==> src/rtl/backscatter_encoder.sv <==
// Backscatter baseband encoder: turns the output controller's serial bit stream into
// FM0 or Miller-subcarrier levels on o_mod and paces the controller with o_datarate.
module backscatter_encoder #(
    parameter logic IDLE_LEVEL = 1'b0
) (
    input  logic       clk,
    input  logic       rst_n,
    input  logic       i_run,
    input  logic       i_blf_tick,
    input  logic [1:0] i_m,
    input  logic       i_data,
    input  logic       i_enable,
    input  logic       i_mblf,
    input  logic       i_violate,
    output logic       o_datarate,
    output logic       o_mod,
    output logic       o_busy
);

    localparam int unsigned CNT_W = 4;
    localparam int unsigned M_W   = 2;

    typedef enum logic [1:0] {
        S_IDLE,
        S_WAIT,
        S_BIT
    } state_e;

    state_e             state_q, state_d;
    logic [CNT_W-1:0]   cnt_q, cnt_d;
    logic [M_W-1:0]     m_q, m_d;
    logic               run_q, run_d;
    logic               phase_q, phase_d;
    logic               sc_q, sc_d;
    logic               prev_q, prev_d;
    logic               data_q, data_d;
    logic               en_q, en_d;
    logic               mblf_q, mblf_d;
    logic               mod_q, mod_d;
    logic               dr_q, dr_d;
    logic               busy_q, busy_d;

    logic [CNT_W-1:0]   p_last;
    logic [CNT_W-1:0]   mid_cnt;
    logic               miller;

    // Bit period (last tick index) and Miller mid-bit tick for the latched mode.
    always_comb begin
        p_last  = CNT_W'(1);
        mid_cnt = CNT_W'(0);
        miller  = (m_q != M_W'(0));
        case (m_q)
            2'b01:   begin p_last = CNT_W'(3);  mid_cnt = CNT_W'(2); end
            2'b10:   begin p_last = CNT_W'(7);  mid_cnt = CNT_W'(4); end
            2'b11:   begin p_last = CNT_W'(15); mid_cnt = CNT_W'(8); end
            default: begin p_last = CNT_W'(1);  mid_cnt = CNT_W'(0); end
        endcase
    end

    always_comb begin
        state_d = state_q;
        cnt_d   = cnt_q;
        m_d     = m_q;
        run_d   = i_run;
        phase_d = phase_q;
        sc_d    = sc_q;
        prev_d  = prev_q;
        data_d  = data_q;
        en_d    = en_q;
        mblf_d  = mblf_q;
        dr_d    = 1'b0;

        if (!i_run) begin
            state_d = S_IDLE;
            cnt_d   = '0;
            m_d     = i_m;
            phase_d = 1'b0;
            sc_d    = 1'b0;
            prev_d  = 1'b1;
            data_d  = 1'b0;
            en_d    = 1'b0;
            mblf_d  = 1'b0;
        end else begin
            case (state_q)
                S_IDLE: begin
                    m_d = i_m;
                    if (!run_q) state_d = S_WAIT;
                end
                // Entering BIT parks the counter on the last tick so the next tick
                // opens bit 0 after the controller has had time to present it.
                S_WAIT: begin
                    if (i_blf_tick) begin
                        state_d = S_BIT;
                        cnt_d   = p_last;
                        sc_d    = 1'b0;
                        dr_d    = 1'b1;
                    end
                end
                S_BIT: begin
                    if (i_blf_tick) begin
                        cnt_d = (cnt_q == p_last) ? '0 : CNT_W'(cnt_q + CNT_W'(1));
                        if (cnt_d == p_last) dr_d = 1'b1;
                        if (cnt_d == '0) begin
                            if (en_q && !(miller && mblf_q)) prev_d = data_q;
                            data_d = i_data;
                            en_d   = i_enable;
                            mblf_d = i_mblf;
                            sc_d   = 1'b0;
                            if (!miller) begin
                                if (!i_violate) phase_d = ~phase_q;
                            end else if (!i_mblf && !i_data && !prev_d) begin
                                phase_d = ~phase_q;
                            end
                        end else begin
                            sc_d = ~sc_q;
                            if (!miller) begin
                                if (cnt_d == CNT_W'(1) && !data_q) phase_d = ~phase_q;
                            end else if (!mblf_q && cnt_d == mid_cnt && data_q) begin
                                phase_d = ~phase_q;
                            end
                        end
                    end
                    if (!en_d) phase_d = 1'b0;
                end
                default: state_d = S_IDLE;
            endcase
        end

        busy_d = (state_d == S_BIT);
        if (state_d != S_BIT || !en_d) begin
            mod_d = IDLE_LEVEL;
        end else if (!miller) begin
            mod_d = phase_d;
        end else if (mblf_d) begin
            mod_d = sc_d;
        end else begin
            mod_d = phase_d ^ sc_d;
        end
    end

    // run_q resets high so a held i_run is not mistaken for a fresh start.
    always_ff @(posedge clk or negedge rst_n) begin
        if (!rst_n) begin
            state_q <= S_IDLE;
            cnt_q   <= '0;
            m_q     <= '0;
            run_q   <= 1'b1;
            phase_q <= 1'b0;
            sc_q    <= 1'b0;
            prev_q  <= 1'b1;
            data_q  <= 1'b0;
            en_q    <= 1'b0;
            mblf_q  <= 1'b0;
            mod_q   <= IDLE_LEVEL;
            dr_q    <= 1'b0;
            busy_q  <= 1'b0;
        end else begin
            state_q <= state_d;
            cnt_q   <= cnt_d;
            m_q     <= m_d;
            run_q   <= run_d;
            phase_q <= phase_d;
            sc_q    <= sc_d;
            prev_q  <= prev_d;
            data_q  <= data_d;
            en_q    <= en_d;
            mblf_q  <= mblf_d;
            mod_q   <= mod_d;
            dr_q    <= dr_d;
            busy_q  <= busy_d;
        end
    end

    assign o_mod      = mod_q;
    assign o_datarate = dr_q;
    assign o_busy     = busy_q;

endmodule

==> config.mk <==
export PLATFORM = sky130hd
export DESIGN_NAME = backscatter_encoder
export DESIGN_NICKNAME = d
export VERILOG_FILES = /design/src/rtl/backscatter_encoder.sv
export SDC_FILE = /design/constraint.sdc
export NUM_CORES = 1
export LEC_CHECK = 0
export ABC_AREA = 0
export CORE_MARGIN = 1
export CORE_UTILIZATION = 23
export CTS_CLUSTER_DIAMETER = 200
export CTS_CLUSTER_SIZE = 28
export DETAILED_ROUTE_END_ITERATION = 12
export SLEW_MARGIN = 20
export SYNTH_ARGS = -nofsm -noshare
export SYNTH_HDL_FRONTEND = slang
export SYNTH_SLANG_ARGS = --single-unit
==> constraint.sdc <==
create_clock -name clk -period 3.5 [get_ports clk]
set_input_delay 0.875 -clock clk [delete_from_list [all_inputs] [get_ports clk]]
set_output_delay 0.875 -clock clk [all_outputs]
set_load 0.02 [all_outputs]
==> results.tsv <==
stage	metric	value	unit
timing	post-route-period-util	0.812	
die	ios	13	
die	design.die.area	6620	sq um
clock_tree	cts_max_path_buffers	2	
job	max_cap_viol_count	0	
clock_tree	worstSkewPairLatency	0.26	ns
placement	dp_cells	243	
detailed_routing	drc	0	
placement	hpwl	2.43	mm
clock_tree	cts_setup_buffers	0	
layout	antenna_cells	0	
detailed_routing	wirelength	3.32	mm
power	powerDensity	368	nW/um^2
synth	yosys_warnings	0	
timing	finalCriticalPeriod	2.84	ns
setup_path	cp-start-kind	flop	
power	p_leak	0.676	nW
synth	syn_avg_cell_area	8.83	sq um
setup_path	worst-endpoint-arrival	2.99	ns
global_route	grt_antenna_before_repair	0	
setup_path	crit_fanout	12	
die	core	5990	sq um
synth	synthArstFlopShare	1.00	
global_route	grtUsageTotal	0.110	
detailed_routing	wire_per_inst	13.4	microns
setup_path	r2r_start	cnt_q[1]	
clock_tree	hold_buffers	0	
power	p_total	0.616	mW
synth	ys_seq_area_frac	0.313	
detailed_routing	drtAntennaViolNets	0	
timing	final.setup_skew	0.00427	ns
clock_tree	path_clk_slew	0.07	ns
timing	setup-tns-final	0	ns
synth	synth_fp_nets	181	
global_route	grt_pass1_vias	1204	
synth	ys_top_cells_by_area	dfrtp_1 28%, ha_1 6.1%, o21ai_0 4.8%	
layout	area_delta_synth_final	15.6	%
setup_path	crit_start	cnt_q[1]	
timing	setup_viol	0	
global_route	met2_usage	0.175	
timing	rsz0062_at_grt	false	
global_route	met1_usage	0.148	
clock_tree	cts_tree	yes	
die	die_w	81.3	microns
clock_tree	cts.repair.resized	0	
placement	numPortBuffers	12	
setup_path	worstReg2RegEnd	o_mod	
layout	final_layout_size_suffix_gt1_frac	0.116	
die	start_util	0.242	
setup_path	worst_ep_required_time	3.65	ns
detailed_routing	drtIter0Drc	64	
setup_path	critPathCapture	o_mod	
synth	syn-cell-area	1450	sq um
global_route	grt.busiest_layer	met2	
detailed_routing	drt_pass1_iterations	4	
layout	final_common_cell	nor2_1	
global_route	grt_pass1_wl	5.58	mm
placement	place.gp.congestion	0.769	
layout	num-fill-cells	648	
run_status	status	finished clean	
global_route	use_met3	0.0135	
synth	synth_edf_count	0	
die	rows	28	
synth	synth_seq_cells	18	
layout	final_cell_mix	17 x nor2_1, 16 x dfrtp_1, 14 x o21ai_0, 13 x inv_1, 12 x clkdlybuf4s50_1	
layout	final_nets	190	
hold_path	hold_class	flop to flop	
synth	synth_ff_type	dfrtp_1	
timing	drv_slew	0	
clock_tree	htree_num_levels	1	
clock_tree	root_buffer	clkbuf_8	
synth	yosysUniqueCellTypes	52	
power	ir_drop	0.000121	V
timing	hold_viol	0	
layout	stdcell_count	247	
global_route	grt_max_degree	19	
detailed_routing	vias	1197	
detailed_routing	vias_per_cell	4.85	
synth	yosysTopAreaCell	dfrtp_1	
layout	ff_latch_area	453	sq um
setup_path	crit_path_end_kind	flop	
timing	tightest_slew	0.841	ns
clock_tree	cts-buffers-inserted	3	
synth	syn_inst	164	
timing	clock.fmax	0.352	GHz
setup_path	setup.worst_path.class	flop to flop	
die	die_h	81.3	microns
layout	multiInputGateArea	895	sq um
global_route	grt_overflow_total	0	
setup_path	r2r_setup_slack	0.66	ns
synth	synth_top_area_frac	0.277	
timing	max_slew_margin	0.437	
clock_tree	clock_sinks	18	
setup_path	r2r_cells	9	
==> metal layers <==
layer / vias up / routed length [microns]
li1: 600 / -
met1: 576 / 1680
met2: 16 / 1500
met3: 5 / 88
met4: 0 / 53
met5: - / 0
==> cells in the mapped netlist (3+ instances only) <==
library cell,number
clkbuf_1,4
nand2_1,10
mux2i_1,4
a21oi_1,10
o211a_1,3
nor2_1,17
nor3_1,5
o21ai_0,14
nand3_1,3
nor2b_1,5
ha_1,7
dfrtp_1,16
inv_1,13
==> per-stage QoR <==
stage           util  area (sq um)  worst slack [ns]  hold WS, ns
2_1_floorplan      -          1450              1.24        0.502
3_3_place_gp   0.270          1620             0.643        0.522
3_5_place_dp   0.270          1620             0.571        0.527
4_1_cts        0.279          1670             0.643        0.536
5_1_grt        0.279          1670             0.411        0.571
6_report       0.279          1670             0.657        0.538
==> flip-flops by register name, summed over array words and instances, names as in the netlist <==
| signal | count |
|---|---|
| prev_q | 1 |
| o_datarate | 1 |
| phase_q | 1 |
| mblf_q | 1 |
| cnt_q | 4 |
| m_q | 2 |
| data_q | 1 |
| o_busy | 1 |
| o_mod | 1 |
| sc_q | 1 |
| state_q | 2 |
| run_q | 1 |
| en_q | 1 |
==> cell families (layout without fill, tap and decap cells) <==
kind of cell	count (synthesis)	count (layout)	synth area share
multiplexers	7	7	0.0536
buffers and inverters	22	30	0.0691
adder cells (fa/ha/maj)	7	7	0.0605
flip-flops	18	18	0.313
AND/OR/NAND/NOR	59	59	0.221
AO/OA/AOI/OAI	49	49	0.271
XOR/XNOR	2	2	0.0121
==> worst max-delay path: stages, from the launching register on <==
cell	delay (ns)
dfrtp_1	0.50
ha_1	0.41
nand2_1	0.15
nor3_1	0.50
o211ai_4	0.19
a21oi_4	0.26
mux2_4	0.34
nor2_1	0.09
a21oi_1	0.07
o211a_1	0.22
==> where the power goes <==
group	leakage, nW	switching [mW]	internal, mW
clock network	0.0288	0.0724	0.100
logic	0.411	0.112	0.0778
registers	0.237	0.0303	0.224
==> area by class of cell <==
class	instances	share of cell area
multi-input cells	124	0.535
flip-flops and latches	18	0.271
repair buffers	13	0.0763
well taps	75	0.0561
clock buffers	4	0.0329
inverters	13	0.0292
==> worst min-delay path by stage <==
stage                       from  cells past startpoint     end
after floorplan           prev_q                      2  prev_q
after global placement    prev_q                      2  prev_q
after detailed placement  prev_q                      2  prev_q
after CTS                 prev_q                      2  prev_q
after global routing      prev_q                      2  prev_q
final                     prev_q                      2  prev_q
Power figures use the tool's default switching activity.
